--- src/rtl/reg_scoreboard.sv ---
// Register scoreboard for long-latency channels: per-channel in-order FIFOs of
// destination registers, a pending-write mask, and the decode hazard stall.
module reg_scoreboard #(
    parameter int NUM_CH = 2,
    parameter int DEPTH  = 4,
    localparam int CNT_W = $clog2(DEPTH) + 1,
    localparam int CH_W  = (NUM_CH > 1) ? $clog2(NUM_CH) : 1
) (
    input  logic                    clk,
    input  logic                    reset,
    input  logic [4:0]              rs1_id,
    input  logic [4:0]              rs2_id,
    input  logic [4:0]              rd_id,
    input  logic                    use_rs1_id,
    input  logic                    use_rs2_id,
    input  logic                    reg_write_id,
    input  logic                    issue_valid,
    input  logic [CH_W-1:0]         issue_ch,
    input  logic                    stall_pipl,
    input  logic [NUM_CH-1:0]       cmpl_valid,
    output logic                    stall_o,
    output logic [5*NUM_CH-1:0]     cmpl_rd,
    output logic [31:0]             pending_o,
    output logic [CNT_W*NUM_CH-1:0] ch_count,
    output logic [NUM_CH-1:0]       ch_full,
    output logic                    idle,
    output logic                    err_underflow
);

    localparam int PTR_W = $clog2(DEPTH);

    logic [31:0]      pending_q, pending_d;
    logic             err_q, err_d;
    logic [CNT_W-1:0] count_q  [NUM_CH];
    logic [CNT_W-1:0] count_d  [NUM_CH];
    logic [PTR_W-1:0] rd_ptr_q [NUM_CH];
    logic [PTR_W-1:0] rd_ptr_d [NUM_CH];
    logic [PTR_W-1:0] wr_ptr_q [NUM_CH];
    logic [PTR_W-1:0] wr_ptr_d [NUM_CH];
    logic [4:0]       mem_q    [NUM_CH][DEPTH];
    logic [4:0]       mem_d    [NUM_CH][DEPTH];

    logic [(2**CH_W)-1:0] full_pad;
    logic                 ch_in_range;
    logic                 issue_acc;
    logic                 push;
    logic                 pop;

    for (genvar c = 0; c < NUM_CH; c++) begin : g_out
        assign cmpl_rd[5*c +: 5]          = mem_q[c][rd_ptr_q[c]];
        assign ch_count[CNT_W*c +: CNT_W] = count_q[c];
        assign ch_full[c]                 = (count_q[c] == CNT_W'(DEPTH));
    end

    // Padding lets issue_ch index the full flags even when NUM_CH is not a power of two.
    assign full_pad      = (2**CH_W)'(ch_full);
    assign ch_in_range   = (32'(issue_ch) < NUM_CH);
    assign pending_o     = pending_q;
    assign idle          = ~|ch_count;
    assign err_underflow = err_q;

    // Hazards are judged on registered state only; no same-cycle completion bypass.
    assign stall_o = (use_rs1_id   & pending_q[rs1_id])
                   | (use_rs2_id   & pending_q[rs2_id])
                   | (reg_write_id & pending_q[rd_id])
                   | (issue_valid  & full_pad[issue_ch]);

    assign issue_acc = issue_valid & ~stall_o & ~stall_pipl & ch_in_range;

    always_comb begin
        pending_d = pending_q;
        err_d     = err_q;
        count_d   = count_q;
        rd_ptr_d  = rd_ptr_q;
        wr_ptr_d  = wr_ptr_q;
        mem_d     = mem_q;
        push      = 1'b0;
        pop       = 1'b0;
        for (int c = 0; c < NUM_CH; c++) begin
            push = issue_acc && (issue_ch == CH_W'(c));
            pop  = cmpl_valid[c] && (count_q[c] != '0);
            if (cmpl_valid[c] && (count_q[c] == '0)) begin
                err_d = 1'b1;
            end
            if (push) begin
                mem_d[c][wr_ptr_q[c]] = rd_id;
                wr_ptr_d[c]           = wr_ptr_q[c] + PTR_W'(1);
            end
            if (pop) begin
                rd_ptr_d[c]                       = rd_ptr_q[c] + PTR_W'(1);
                pending_d[mem_q[c][rd_ptr_q[c]]] = 1'b0;
            end
            count_d[c] = count_q[c] + CNT_W'(push) - CNT_W'(pop);
        end
        // Set is applied after all clears so it wins on the same register.
        if (issue_acc) begin
            pending_d[rd_id] = 1'b1;
        end
        pending_d[0] = 1'b0;
    end

    always_ff @(posedge clk) begin
        if (reset) begin
            pending_q <= '0;
            err_q     <= 1'b0;
            for (int c = 0; c < NUM_CH; c++) begin
                count_q[c]  <= '0;
                rd_ptr_q[c] <= '0;
                wr_ptr_q[c] <= '0;
            end
        end else begin
            pending_q <= pending_d;
            err_q     <= err_d;
            count_q   <= count_d;
            rd_ptr_q  <= rd_ptr_d;
            wr_ptr_q  <= wr_ptr_d;
            mem_q     <= mem_d;
        end
    end

endmodule

--- config.mk ---
export PLATFORM = sky130hd
export DESIGN_NAME = reg_scoreboard
export DESIGN_NICKNAME = d
export VERILOG_FILES = /design/src/rtl/reg_scoreboard.sv
export SDC_FILE = /design/constraint.sdc
export NUM_CORES = 1
export LEC_CHECK = 0
export ABC_AREA = 1
export BUFFER_PORTS_ARGS = -buffer_cell sky130_fd_sc_hd__clkbuf_2
export CAP_MARGIN = 15
export CORE_AREA = 2 2 96 98
export DETAILED_ROUTE_END_ITERATION = 12
export DIE_AREA = 0 0 98 100
export PLACE_DENSITY = 0.82
export SLEW_MARGIN = 20
export SYNTH_ARGS = -nofsm -noshare
export SYNTH_HDL_FRONTEND = slang
export SYNTH_SLANG_ARGS = --single-unit
--- constraint.sdc ---
create_clock -name clk -period 4.4 [get_ports clk]
set_input_delay 0.44 -clock clk [delete_from_list [all_inputs] [get_ports clk]]
set_output_delay 0.44 -clock clk [all_outputs]
set_load 0.1 [all_outputs]
# Yosys cells after proc, flatten, opt, wreduce, memory -nomap -nowiden

Index checks and enable logic that the tools add are counted.

Output and inout port bits: 53
Register bits: 87
Input bits: 25

Reductions and logical operators: 20
$add $sub $neg: 8
Equal/unequal tests: 2
Bitwise gates (word level): 22
Magnitude comparators: 15
Muxes and demuxes: 31

Operators with widths:

| cell                                                               | count |
|---|---|
| two-way mux 32 bit                                                 | 3 |
| AND 32 bit                                                         | 2 |
| inverter 32 bit                                                    | 2 |
| bitwise mux 20 bit                                                 | 2 |
| OR 32 bit                                                          | 1 |
| < comparator 5 x 6 -> 1 bit (second input constant)                | 5 |
| two-way mux 5 bit                                                  | 6 |
| binary-select mux 5 bit (select 2 bit)                             | 2 |
| demux 5 bit (select 2 bit)                                         | 2 |
| binary-select mux 1 bit (select 5 bit)                             | 3 |
| demux 1 bit (select 5 bit)                                         | 3 |
| greater-or-equal comparator 5 x 1 -> 1 bit (second input constant) | 3 |
| greater-or-equal comparator 3 bit (second input constant)          | 4 |
| inverter 2 -> 3 bit                                                | 4 |
| logical AND 1 bit                                                  | 11 |
| two-way mux 1 bit                                                  | 10 |
| adder 2 x 1 -> 2 bit (second input constant)                       | 4 |
| adder 3 x 1 -> 3 bit                                               | 2 |
| AND 1 bit                                                          | 6 |
| equality test 3 bit (second input constant)                        | 2 |
| zero test 3 bit                                                    | 2 |
| < comparator 3 x 1 -> 1 bit (second input constant)                | 2 |
| nonzero test 3 bit                                                 | 2 |
| OR reduction 6 bit                                                 | 1 |
| 7 further kinds                                                    | 14 |

# Logic depth before layout (Yosys ltp)

Depth in word-level cells: 15
Depth in mapped cells: 22

# Worst setup path after synthesis

OpenSTA, ideal clock, no wires.

Path kind: reg-to-reg
From: reg count_q (netlist bit ch_count[5])
To: reg count_q (netlist bit ch_count[2])
Data required time: 4.281 ns
Period minus slack after synthesis: 5.051 ns
Stages on the path, launching flop included: 16
Setup slack: -0.651 ns
Arrival time: 4.931 ns
Cell sequence: dfxtp_1 > inv_1 > nor3_1 > nor2_1 > nor3_1 > inv_1 > nand2_1 > nor2_1 > nand4_1 > ha_1 > inv_1 > ha_1 > inv_1 > fa_1 > o21ai_0 > a21oi_1

Longest elaborated chain between the ends: 11

RTL lines:

| what                                                  | line | RTL |
|---|---|---|
| from (decl)                                           | 34   | `logic [CNT_W-1:0] count_q [NUM_CH];` |
| from (signal assigned)                                | 114  | `count_q <= count_d;` |
| equality test 3 bit                                   | 52   | `assign ch_full[c] = (count_q[c] == CNT_W'(DEPTH));` |
| net ch_full[1]                                        | 25   | `output logic [NUM_CH-1:0] ch_full,` |
| two-way mux 1 bit (not written as such) (2 in series) | 66   | `\| (issue_valid & full_pad[issue_ch]);` |
| AND 1 bit                                             | 66   |  |
| OR 1 bit                                              | 66   |  |
| inverter 1 bit                                        | 68   | `assign issue_acc = issue_valid & ~stall_o & ~stall_pipl & ch_in_range;` |
| AND 1 bit (2 in series)                               | 68   |  |
| logical AND 1 bit                                     | 80   | `push = issue_acc && (issue_ch == CH_W'(c));` |
| adder 3 x 1 -> 3 bit                                  | 93   | `count_d[c] = count_q[c] + CNT_W'(push) - CNT_W'(pop);` |
| subtractor 3 x 1 -> 3 bit                             | 93   |  |

The timed path passes the listed nets, and every way through them passes these cells. The select of a mux whose other input is x is not followed.
A chain may end at the register's enable or synchronous reset.

# Worst setup path after layout

From: in rd_id[0]
To: reg count_q (netlist bit ch_count[2])

Longest elaborated chain between the ends: 11

RTL lines:

| what                                    | line | RTL |
|---|---|---|
| from (decl)                             | 13   | `input logic [4:0] rd_id,` |
| binary-select mux 1 bit (select 5 bit)  | 65   | `\| (reg_write_id & pending_q[rd_id])` |
| two-way mux 1 bit (not written as such) | 65   |  |
| AND 1 bit                               | 65   |  |
| OR 1 bit                                | 65   |  |
| OR 1 bit                                | 66   |  |
| inverter 1 bit                          | 68   |  |
| AND 1 bit (2 in series)                 | 68   |  |
| logical AND 1 bit                       | 80   |  |
| adder 3 x 1 -> 3 bit                    | 93   |  |
| subtractor 3 x 1 -> 3 bit               | 93   |  |

No other way between the ends. The select of a mux whose other input is x is not followed.

==> results.py <==
metrics = {
    "run_status": {
        "status": "completed",
    },
    "routing": {
        "vias": 5441,
        "routed_via_density": 5.819,
        "drc": 0,
        "routed_wirelength_microns": 16180,
        "first_pass_iters": 6,
        "routedWlPerCell_microns": 17.30,
        "drtIter0Drc": 480,
        "ant_nets": 0,
    },
    "floorplan": {
        "rows": 35,
        "die_h_microns": 100,
        "core_sq_um": 8890,
        "io_pins": 78,
        "initial_core_util_pct": 59.45,
        "dieArea_sq_um": 9800,
        "chipWidth_microns": 98,
    },
    "clock_network": {
        "cts_hold_buf": 0,
        "post-cts-setup-buffer-count": 0,
        "cts_resized": 0,
        "cts_buffer_depth": 2,
        "insertion_delay_ns": 0.36,
        "path_clk_slew_ns": 0.09,
        "htree_levels": 3,
        "cts_tree": "built",
        "cts_buffers": 9,
        "clock-sinks": 86,
        "cts_root_buf": "clkbuf_8",
    },
    "timing": {
        "maxSlewViolCount": 0,
        "setup_viol": 0,
        "setup_tns_ns": 0,
        "clock_skew_ns": 0.009935,
        "worst_pin_slew_ns": 0.9672,
        "fmax_mhz": 316.0,
        "rsz0062_at_grt": "no",
        "fin_crit_sh_pct": 71.92,
        "hold_ws_ns": 0.4222,
        "setup_ws_ns": 1.235,
        "hold_viol_final": 0,
        "max_slew_margin_pct": 35.52,
        "fin_crit_ns": 3.165,
    },
    "finish": {
        "mostFrequentLayoutCell": "nand2_1",
        "area_delta_synth_final_pct": 11.03,
        "fin_nets": 859,
        "drive_gt1_share_pct": 16.50,
        "final_cell_mix": "nand2_1 (224), inv_1 (96), nor2_1 (81)",
        "fin_util_pct": 66.01,
        "antenna_cells": 0,
        "fin_area_sq_um": 5868,
    },
    "synthesis": {
        "syn_area_per_cell_sq_um": 6.991,
        "synth_nets": 796,
        "ys_seq_area_share_pct": 40.15,
        "synth_cell_types": 30,
        "ys_seq_elements": 86,
        "yosysWarnings": 0,
        "syn_inst": 756,
        "syn_area_sq_um": 5285,
    },
    "placed_design": {
        "finalWeightedCongestion": 1.007,
        "portBuffers": 76,
        "dp_slack_ns": 0.9635,
        "post_dp_cell_area_sq_um": 5672,
        "dp_hpwl_microns": 12090,
    },
    "critical_path": {
        "reg2reg_depth": 16,
        "path_class": "in2reg",
        "path_max_fanout": 26,
        "crit_path_end_kind": "register",
        "cp.required_ns": 4.66,
        "cp.arrival_ns": 3.42,
        "cp-start-kind": "primary input",
    },
    "worst_hold_path": {
        "hold_path_class": "in2reg",
        "whs_path_depth": 4,
    },
    "grt": {
        "grt_pass1_wl_microns": 25430,
        "gr-total-overflow": 0,
        "track_usage_pct": 33.46,
        "antenna_found_initial": 0,
        "grt_max_degree": 38,
        "grt_pass1_vias": 4884,
    },
    "job": {
        "cap_violations": 0,
    },
    "pwr": {
        "power_frac_comb_pct": 45.4,
        "ir_drop_v": 0.0005829,
        "pwr-share-clk_pct": 20.9,
        "power_frac_seq_pct": 33.7,
        "power.density_nw_per_um2": 467.2,
        "p_int_uw": 1349,
        "switching_share_pct": 50.80,
        "p_leak_uw": 0.002607,
        "switchingPower_uw": 1393,
    },
}
-- routing by layer --
| layer | track usage, % | vias to the layer above | routed length [microns] |
|---|---|---|---|
| met1 | 44.77 | 2503 | 6550 |
| met3 | 7.521 | 60 | 1695 |
| met2 | 53.00 | 318 | 7425 |
| met5 | 0 | - | 0 |
| li1 | - | 2560 | - |
| met4 | 13.68 | 0 | 503 |
-- power by group through the flow --
stage / sequential (uW) / clock [uW] / combinational (uW)
finish: 923 / 574 / 1250
global route: 931 / 609 / 1320
CTS: 923 / 575 / 1230
detailed placement: 941 / 0 / 1220
global placement: 939 / 0 / 1220
floorplan: 1100 / 0 / 823
-- synth_stat cells --
master	count	area, sq um
clkbuf_1	10	37.54
nand3_2	1	10.01
or2_2	1	6.260
ha_1	13	162.7
nand3_1	63	315.3
edfxtp_1	40	1201
nand2_1	224	840.8
buf_1	1	3.750
inv_2	1	3.750
inv_1	96	360.4
nand4_1	2	12.51
conb_1	1	3.750
o21ai_0	34	170.2
a31oi_1	1	6.260
a32oi_1	8	70.07
clkinv_1	1	3.750
nor2_4	1	11.26
nor3_1	11	55.05
a21oi_1	53	265.3
a21oi_2	16	140.1
fa_1	2	40.04
nor2_1	82	307.8
buf_2	7	35.03
o211ai_1	11	82.58
nand2_2	20	125.1
dfxtp_1	46	920.9
buf_6	5	56.30
buf_4	3	22.52
inv_4	1	6.260
xor2_1	1	8.760
-- sequential cells by signal (all words and copies together), names as in the netlist --
register and count:
ch_count 6, wr_ptr_q 4, mem_q 40, err_underflow 1, rd_ptr_q 4, pending_o 31
-- critical path, stage by stage --
cell and delay [ns]:
clkbuf_2 0.45, inv_4 0.18, nand2_1 0.10, nand2_1 0.05, nand2_1 0.05, nand2_1 0.08, nand2_1 0.06, nand2_1 0.05
nor2_1 0.10, nand2_1 0.10, nand2_1 0.07, nand2_1 0.05, nor2_1 0.17, nand4_1 0.26, ha_1 0.35, inv_1 0.06
ha_1 0.13, inv_1 0.05, fa_1 0.37, o21ai_0 0.18, a21oi_1 0.06
-- path summary, 6_finish.rpt --
path,startpoint,to,slack (ns)
min,issue_ch,wr_ptr_q[0],0.42
min reg2reg,err_underflow,err_underflow,0.49
max,rd_id[0],ch_count[2],1.24
max reg2reg,ch_count[2],ch_count[2],1.52
-- stage by stage --
step,instances,power [uW]
after floorplan,756,1923
after global placement,919,2154
after detailed placement,919,2165
after CTS,935,2725
after global routing,935,2856
final,935,2742
-- cell type report --
class                   instances  area [sq um]
clock buffers                  10         127.6
clock inverters                 6         68.82
fillers                       824          3022
inverters                      99         374.1
multi-input cells             545          2641
flip-flops and latches         86          2122
well taps                     111         138.9
repair buffers                 78         395.4
-- kinds of logic after synthesis --
family	Yosys count	synth area share, %
AO/OA/AOI/OAI	123	13.90
XOR/XNOR	1	0.1657
adder cells (fa/ha/maj)	15	3.835
buffers and inverters	125	10.01
flip-flops	86	40.15
other	1	0.07095
AND/OR/NAND/NOR	405	31.87
Power figures use the tool's default switching activity.
